<file path="src/rtl/riscv_fetch_pkg.sv">
// Shared fetch-path types: widths, the buffered entry layout and the
// misalignment helper used when an entry is written.
package riscv_fetch_pkg;

    localparam int unsigned PC_W = 48;
    localparam int unsigned ILEN = 32;

    typedef struct packed {
        logic [PC_W-1:0] pc;
        logic [ILEN-1:0] instr;
        logic            pred_taken;
        logic            misaligned;
    } fetch_entry_t;

    // A fetch target is misaligned when its low two address bits are non-zero.
    function automatic logic is_misaligned(input logic [PC_W-1:0] pc);
        return (pc[1:0] != 2'b00);
    endfunction

endpackage

</file>
<file path="src/rtl/fetch_buffer_if.sv">
// Fetch-to-decode handshake bundle: the fetch-side push channel and the
// decode-side pop channel of the instruction fetch buffer.
interface fetch_buffer_if;
    import riscv_fetch_pkg::*;

    logic            in_valid;
    logic [PC_W-1:0] in_pc;
    logic [ILEN-1:0] in_instr;
    logic            in_pred_taken;
    logic            in_ready;

    logic            out_valid;
    logic [PC_W-1:0] out_pc;
    logic [ILEN-1:0] out_instr;
    logic            out_pred_taken;
    logic            out_misaligned;
    logic            out_ready;

    // Producer/consumer side: presents fetch tuples and decode acceptance.
    modport master (
        output in_valid, in_pc, in_instr, in_pred_taken, out_ready,
        input  in_ready, out_valid, out_pc, out_instr, out_pred_taken, out_misaligned
    );

    // Buffer side.
    modport slave (
        input  in_valid, in_pc, in_instr, in_pred_taken, out_ready,
        output in_ready, out_valid, out_pc, out_instr, out_pred_taken, out_misaligned
    );

endinterface

</file>
<file path="src/rtl/fetch_buffer.sv">
// In-order instruction fetch buffer between fetch and decode. Entries are
// pushed with a valid/ready handshake, popped in FIFO order, and discarded
// wholesale on a misprediction flush. No empty bypass and no full bypass.
module fetch_buffer
    import riscv_fetch_pkg::*;
#(
    parameter int unsigned DEPTH = 4
) (
    input  logic                       clk,
    input  logic                       n_reset,
    input  logic                       flush,
    fetch_buffer_if.slave              bus,
    output logic [$clog2(DEPTH+1)-1:0] count
);

    localparam int unsigned PTR_W = $clog2(DEPTH);
    localparam int unsigned CNT_W = $clog2(DEPTH + 1);
    localparam logic [CNT_W-1:0] FULL_CNT = CNT_W'(DEPTH);

    fetch_entry_t            mem_q [DEPTH];
    logic [PTR_W-1:0]        wr_ptr_q, wr_ptr_d;
    logic [PTR_W-1:0]        rd_ptr_q, rd_ptr_d;
    logic [CNT_W-1:0]        count_q, count_d;

    logic                    in_ready_s;
    logic                    out_valid_s;
    logic                    push_s;
    logic                    pop_s;
    fetch_entry_t            wr_entry_s;
    fetch_entry_t            head_s;

    // Handshake qualification and head-entry presentation.
    always_comb begin
        in_ready_s  = (count_q != FULL_CNT);
        out_valid_s = (count_q != {CNT_W{1'b0}});
        push_s      = bus.in_valid  & in_ready_s  & ~flush;
        pop_s       = bus.out_ready & out_valid_s & ~flush;

        wr_entry_s.pc         = bus.in_pc;
        wr_entry_s.instr      = bus.in_instr;
        wr_entry_s.pred_taken = bus.in_pred_taken;
        wr_entry_s.misaligned = is_misaligned(bus.in_pc);

        head_s = mem_q[rd_ptr_q];
    end

    assign bus.in_ready       = in_ready_s;
    assign bus.out_valid      = out_valid_s;
    assign bus.out_pc         = head_s.pc;
    assign bus.out_instr      = head_s.instr;
    assign bus.out_pred_taken = head_s.pred_taken;
    assign bus.out_misaligned = head_s.misaligned;
    assign count              = count_q;

    // Next pointers and occupancy; flush wins over any handshake.
    always_comb begin
        wr_ptr_d = wr_ptr_q;
        rd_ptr_d = rd_ptr_q;
        count_d  = count_q;
        if (flush) begin
            wr_ptr_d = {PTR_W{1'b0}};
            rd_ptr_d = {PTR_W{1'b0}};
            count_d  = {CNT_W{1'b0}};
        end else begin
            // Power-of-two depth lets the pointers wrap naturally.
            if (push_s) begin
                wr_ptr_d = wr_ptr_q + PTR_W'(1'b1);
            end else begin
                wr_ptr_d = wr_ptr_q;
            end
            if (pop_s) begin
                rd_ptr_d = rd_ptr_q + PTR_W'(1'b1);
            end else begin
                rd_ptr_d = rd_ptr_q;
            end
            case ({push_s, pop_s})
                2'b10:   count_d = count_q + CNT_W'(1'b1);
                2'b01:   count_d = count_q - CNT_W'(1'b1);
                default: count_d = count_q;
            endcase
        end
    end

    // Pointer and occupancy registers.
    always_ff @(posedge clk or negedge n_reset) begin
        if (!n_reset) begin
            wr_ptr_q <= {PTR_W{1'b0}};
            rd_ptr_q <= {PTR_W{1'b0}};
            count_q  <= {CNT_W{1'b0}};
        end else begin
            wr_ptr_q <= wr_ptr_d;
            rd_ptr_q <= rd_ptr_d;
            count_q  <= count_d;
        end
    end

    // Entry storage: cleared by reset, untouched by flush, written on push.
    always_ff @(posedge clk or negedge n_reset) begin
        if (!n_reset) begin
            for (int i = 0; i < int'(DEPTH); i++) begin
                mem_q[i] <= '0;
            end
        end else if (push_s) begin
            mem_q[wr_ptr_q] <= wr_entry_s;
        end
    end

endmodule

</file>
<file path="src/flat_wrapper.sv">
// flat-port wrapper written by rule: the top's interface ports become plain ports
module fetch_buffer_flat import riscv_fetch_pkg::*;
#(
    parameter int unsigned DEPTH = 4
)
  (clk, n_reset, flush, count, bus_in_valid, bus_in_pc, bus_in_instr, bus_in_pred_taken, bus_out_ready, bus_in_ready, bus_out_valid, bus_out_pc, bus_out_instr, bus_out_pred_taken, bus_out_misaligned);
  fetch_buffer_if bus_i ();
  input  logic clk;
  input  logic n_reset;
  input  logic flush;
  output logic [$clog2(DEPTH+1)-1:0] count;
  input wire logic [$bits(bus_i.in_valid)-1:0] bus_in_valid;
  input wire logic [$bits(bus_i.in_pc)-1:0] bus_in_pc;
  input wire logic [$bits(bus_i.in_instr)-1:0] bus_in_instr;
  input wire logic [$bits(bus_i.in_pred_taken)-1:0] bus_in_pred_taken;
  input wire logic [$bits(bus_i.out_ready)-1:0] bus_out_ready;
  output wire logic [$bits(bus_i.in_ready)-1:0] bus_in_ready;
  output wire logic [$bits(bus_i.out_valid)-1:0] bus_out_valid;
  output wire logic [$bits(bus_i.out_pc)-1:0] bus_out_pc;
  output wire logic [$bits(bus_i.out_instr)-1:0] bus_out_instr;
  output wire logic [$bits(bus_i.out_pred_taken)-1:0] bus_out_pred_taken;
  output wire logic [$bits(bus_i.out_misaligned)-1:0] bus_out_misaligned;
  assign bus_i.in_valid = bus_in_valid;
  assign bus_i.in_pc = bus_in_pc;
  assign bus_i.in_instr = bus_in_instr;
  assign bus_i.in_pred_taken = bus_in_pred_taken;
  assign bus_i.out_ready = bus_out_ready;
  assign bus_in_ready = bus_i.in_ready;
  assign bus_out_valid = bus_i.out_valid;
  assign bus_out_pc = bus_i.out_pc;
  assign bus_out_instr = bus_i.out_instr;
  assign bus_out_pred_taken = bus_i.out_pred_taken;
  assign bus_out_misaligned = bus_i.out_misaligned;
  fetch_buffer #(.DEPTH(DEPTH)) u_core (.clk(clk), .n_reset(n_reset), .flush(flush), .bus(bus_i), .count(count));
endmodule
</file>
<file path="config.mk">
export PLATFORM = sky130hd
export DESIGN_NAME = fetch_buffer_flat
export DESIGN_NICKNAME = d
export VERILOG_FILES = /design/src/rtl/riscv_fetch_pkg.sv /design/src/rtl/fetch_buffer_if.sv /design/src/rtl/fetch_buffer.sv /design/src/flat_wrapper.sv
export SDC_FILE = /design/constraint.sdc
export NUM_CORES = 1
export LEC_CHECK = 0
export BUFFER_PORTS_ARGS = -buffer_cell sky130_fd_sc_hd__buf_2
export CORE_MARGIN = 5
export CORE_UTILIZATION = 40
export DETAILED_ROUTE_END_ITERATION = 16
export PLACE_DENSITY = 0.58
export SYNTH_ARGS = -nofsm -noshare
export SYNTH_HDL_FRONTEND = slang
export SYNTH_SLANG_ARGS = --single-unit
</file>
<file path="constraint.sdc">
create_clock -name clk -period 2.1 [get_ports clk]
set_input_delay 0.315 -clock clk [delete_from_list [all_inputs] [get_ports clk]]
set_output_delay 0.315 -clock clk [all_outputs]
set_load 0.01 [all_outputs]
</file>
==> summary.md <==
| Metric | Value |
|---|---|
| Die height | `207 um` |
| Finish-stage setup viols | `82` |
| Worst Path Class, Setup | `reg2out` |
| Site Rows | `between 70 and 80` |
| Final hold viol count | `0` |
| Clk sink count | `roughly 340` |
| Syn Inst Count | `859` |
| CTS tree | `built` |
| Gr ovfl total | `0` |
| Setup TNS Final | `-15720 ps` |
| Slew Limit Fails | `0` |
| Layout Nets | `between 1000 and 1500` |
| Cell count of the worst hold path | `2` |
| Top delay family on crit path | `multiplexers` |
| CP max stage delay | `around 550 ps` |
| Netlist cell types | `36` |
| Reg2Reg Setup Slack | `approximately 140 ps` |
| IO buf count | `about 170` |
| Yosys warnings | `0` |
| Vias in the first global route | `9270` |
| Clock Path Buffers | `3` |
| Max-Cap Viols | `0` |
| Worst slack, placed | `82.7 ps` |
| Syn Area/Cell | `around 18 sq um` |
| Worst-path clk slew | `60 ps` |
| Post-detail-place hpwl | `22200 um` |
| Fin crit share | `112%` |
| Critical-path cell list | `buf_12, buf_12, mux4_2, buf_6` |
| Via count | `8310` |
| Pin count of the biggest net entering global routing | `64` |
| Initial Util | `40.3%` |
| Hold path start | `bus_in_instr[15]` |
| Clock Latency Late Sink | `~540 ps` |
| DRT iter0 DRCs | `212` |
| Hold endpoint | `u_core.mem_q[181]$_DFFE_PN0P_` |
| Via/cell ratio | `between 5 and 6` |
| Worst setup SP type | `flop` |
| Max Clk Rate | `426 MHz` |
| Routability cong. | `0.736` |
| Seq cells post-synth | `between 300 and 400` |
| Mapped Area | `0.0155 sq mm` |
| Fin Hold WS | `50.8 ps` |
| CTS root buf | `clkbuf_16` |
| RR Endpoint | `u_core.mem_q[254]$_DFFE_PN0P_` |
| Reg2Reg Depth | `6` |
| Met1 usage | `roughly 23%` |
| Synthesis-to-layout area growth | `21.4%` |
| Initial antenna violation count | `4` |
| Die footprint | `0.0428 sq mm` |
| RSZ-0062 raised after global routing | `yes` |
| P_leak | `approximately 0.0085 uW` |
| Pwr per Cell Area | `1210 mW/mm^2` |
| First-pass GRT wire length | `54200 um` |
| Multi-input combinational cell area | `0.00657 sq mm` |
| Placed Cells | `1548` |
| Post-synth top flop | `dfrtp_1` |
| Worst Path Arrival | `2030 ps` |
| Worst Skew | `about 19 ps` |
| Number of synthesized flops with an enable pin | `0` |
| Most common cell on crit path | `buf_12` |
| Share of layout cells above drive strength 1 | `65.3%` |
| Post-Route WL | `34000 um` |
| GRT Max-Usage Layer | `met2` |
| Tmin final | `2350 ps` |
| Max VDD drop | `between 0.6 and 0.7 mV` |
| Worst path bufs/invs | `3` |
| FFs w/ async S/R, synth | `100%` |
| CP Capture Type | `output port` |
| CP max-delay cell | `mux4_2` |
| Worst path required time | `1780 ps` |
| Crit Reg-Reg Startpoint | `u_core.count[0]$_DFFE_PN0P_` |
| Met3 Use GR | `3.53%` |
| First-pass detailed-route iteration total | `4` |
| Post-Syn Nets | `950` |
| Met2 Use GR | `25.1%` |
| Placeable Area | `0.0385 sq mm` |
| Max_slew headroom | `61.3%` |
| I/O Pins | `roughly 170` |
| Status | `finished, violations left` |
| Fin cells | `~1600` |
| All-Layer GR Usage | `between 10% and 20%` |
| Seq/Total Area, Yosys | `54.1%` |
| Crit Path Max Fanout | `13` |
| Commonest non-fill, non-tap cell in the layout | `dfrtp_1` |
| Final worst setup slack | `-247 ps` |
| FF/Latch Area | `0.00839 sq mm` |
| Routed length per instance | `20.9 um` |
| Failing checks | `setup timing` |
| # DRC | `0` |
| Design Power | `22800 uW` |
| Worst hold path class | `in2reg` |
| Most frequent cells in the layout | `dfrtp_1, mux2_2, mux2_4, buf_2, mux4_2` |
| DRT antenna net count | `0` |
| H-tree depth | `2` |
| FILL cells | `3302` |
| # diodes | `0` |
| TritonCTS buffer count | `39` |
| Tightest Pin Transition | `581 ps` |
| Die Span X | `207 um` |
metal layers:
metal | up-vias | wire, um | part of all wire [%]
li1 | 3654 | - | -
met1 | 4453 | 16100 | 47
met2 | 141 | 15700 | 46
met3 | 54 | 1570 | 4.6
met4 | 8 | 619 | 1.8
met5 | - | 40 | 0.12
state kept, by name, indices dropped and copies added (netlist names):
register,cells
u_core.wr_ptr_q,2
u_core.rd_ptr_q,2
u_core.mem_q,328
u_core.count,3
cells in the mapped netlist (all sizes together), types with 3 or more instances:
cell / instances / share of area (%)
o21ai: 3 / 0.097
a21oi: 5 / 0.16
inv: 6 / 0.15
ha: 4 / 0.32
nand3: 5 / 0.23
nor2: 5 / 0.12
mux2: 328 / 28
mux4: 82 / 12
nand3b: 3 / 0.15
buf: 48 / 3.3
dfrtp: 335 / 54
clkbuf: 10 / 0.24
per-stage QoR:
stage               area, sq um  utilization [%]
floorplan                 15500                -
global placement          17200             44.8
detailed placement        17200             44.8
CTS                       18600             48.5
global route              18800             48.9
finish                    18800             48.9
cell type report:
class | count | share of cell area [%]
Sequential cell | 335 | 44.6
Inverter | 6 | 0.120
Timing Repair Buffer | 240 | 10.3
Clock inverter | 13 | 0.638
Clock buffer | 56 | 6.02
Tap cell | 518 | 3.44
Multi-Input combinational cell | 460 | 34.9
cells by family after synthesis:
logic type	Yosys count	synth area share, %
muxes	410	39.6
DFF	335	54.1
buffers and inverters	64	3.71
and+or+nand+nor	23	1.15
AOI/OAI and AO/OA	18	0.767
adders and majority gates	5	0.452
xor gates and xnor gates	4	0.226
where the power goes:
part	switching, uW	internal (uW)	total [uW]
Clock	2640	3990	6630
Sequential	1060	8470	9530
Combinational	2280	4370	6660
Total	5990	16800	22800
how the worst max path moves through the flow:
| stage | startpoint | end | slack [ps] | depth (start not counted) |
|---|---|---|---|---|
| 5_1_grt | u_core.rd_ptr_q[0]$_DFFE_PN0P_ | bus_out_instr[2] | -320 | 4 |
| 6_report | u_core.rd_ptr_q[0]$_DFFE_PN0P_ | bus_out_instr[2] | -250 | 4 |
| 3_3_place_gp | u_core.count[1]$_DFFE_PN0P_ | u_core.count[2]$_DFFE_PN0P_ | 160 | 7 |
| 2_1_floorplan | u_core.count[0]$_DFFE_PN0P_ | u_core.count[2]$_DFFE_PN0P_ | 60 | 7 |
| 3_5_place_dp | u_core.count[1]$_DFFE_PN0P_ | u_core.count[2]$_DFFE_PN0P_ | 80 | 6 |
| 4_1_cts | u_core.rd_ptr_q[0]$_DFFE_PN0P_ | bus_out_instr[2] | -290 | 4 |
what timing repair did:
item / CTS / global route
setup endpoints to repair: 83 / 87
hold buffers: 1 / 0
gates resized for setup: 15 / 27
pin swaps: 0 / 1
endpoints found under the hold margin: 48 / 0
gates cloned: 0 / 0
buffers inserted: 6 / 4
Power figures use the tool's default switching activity.
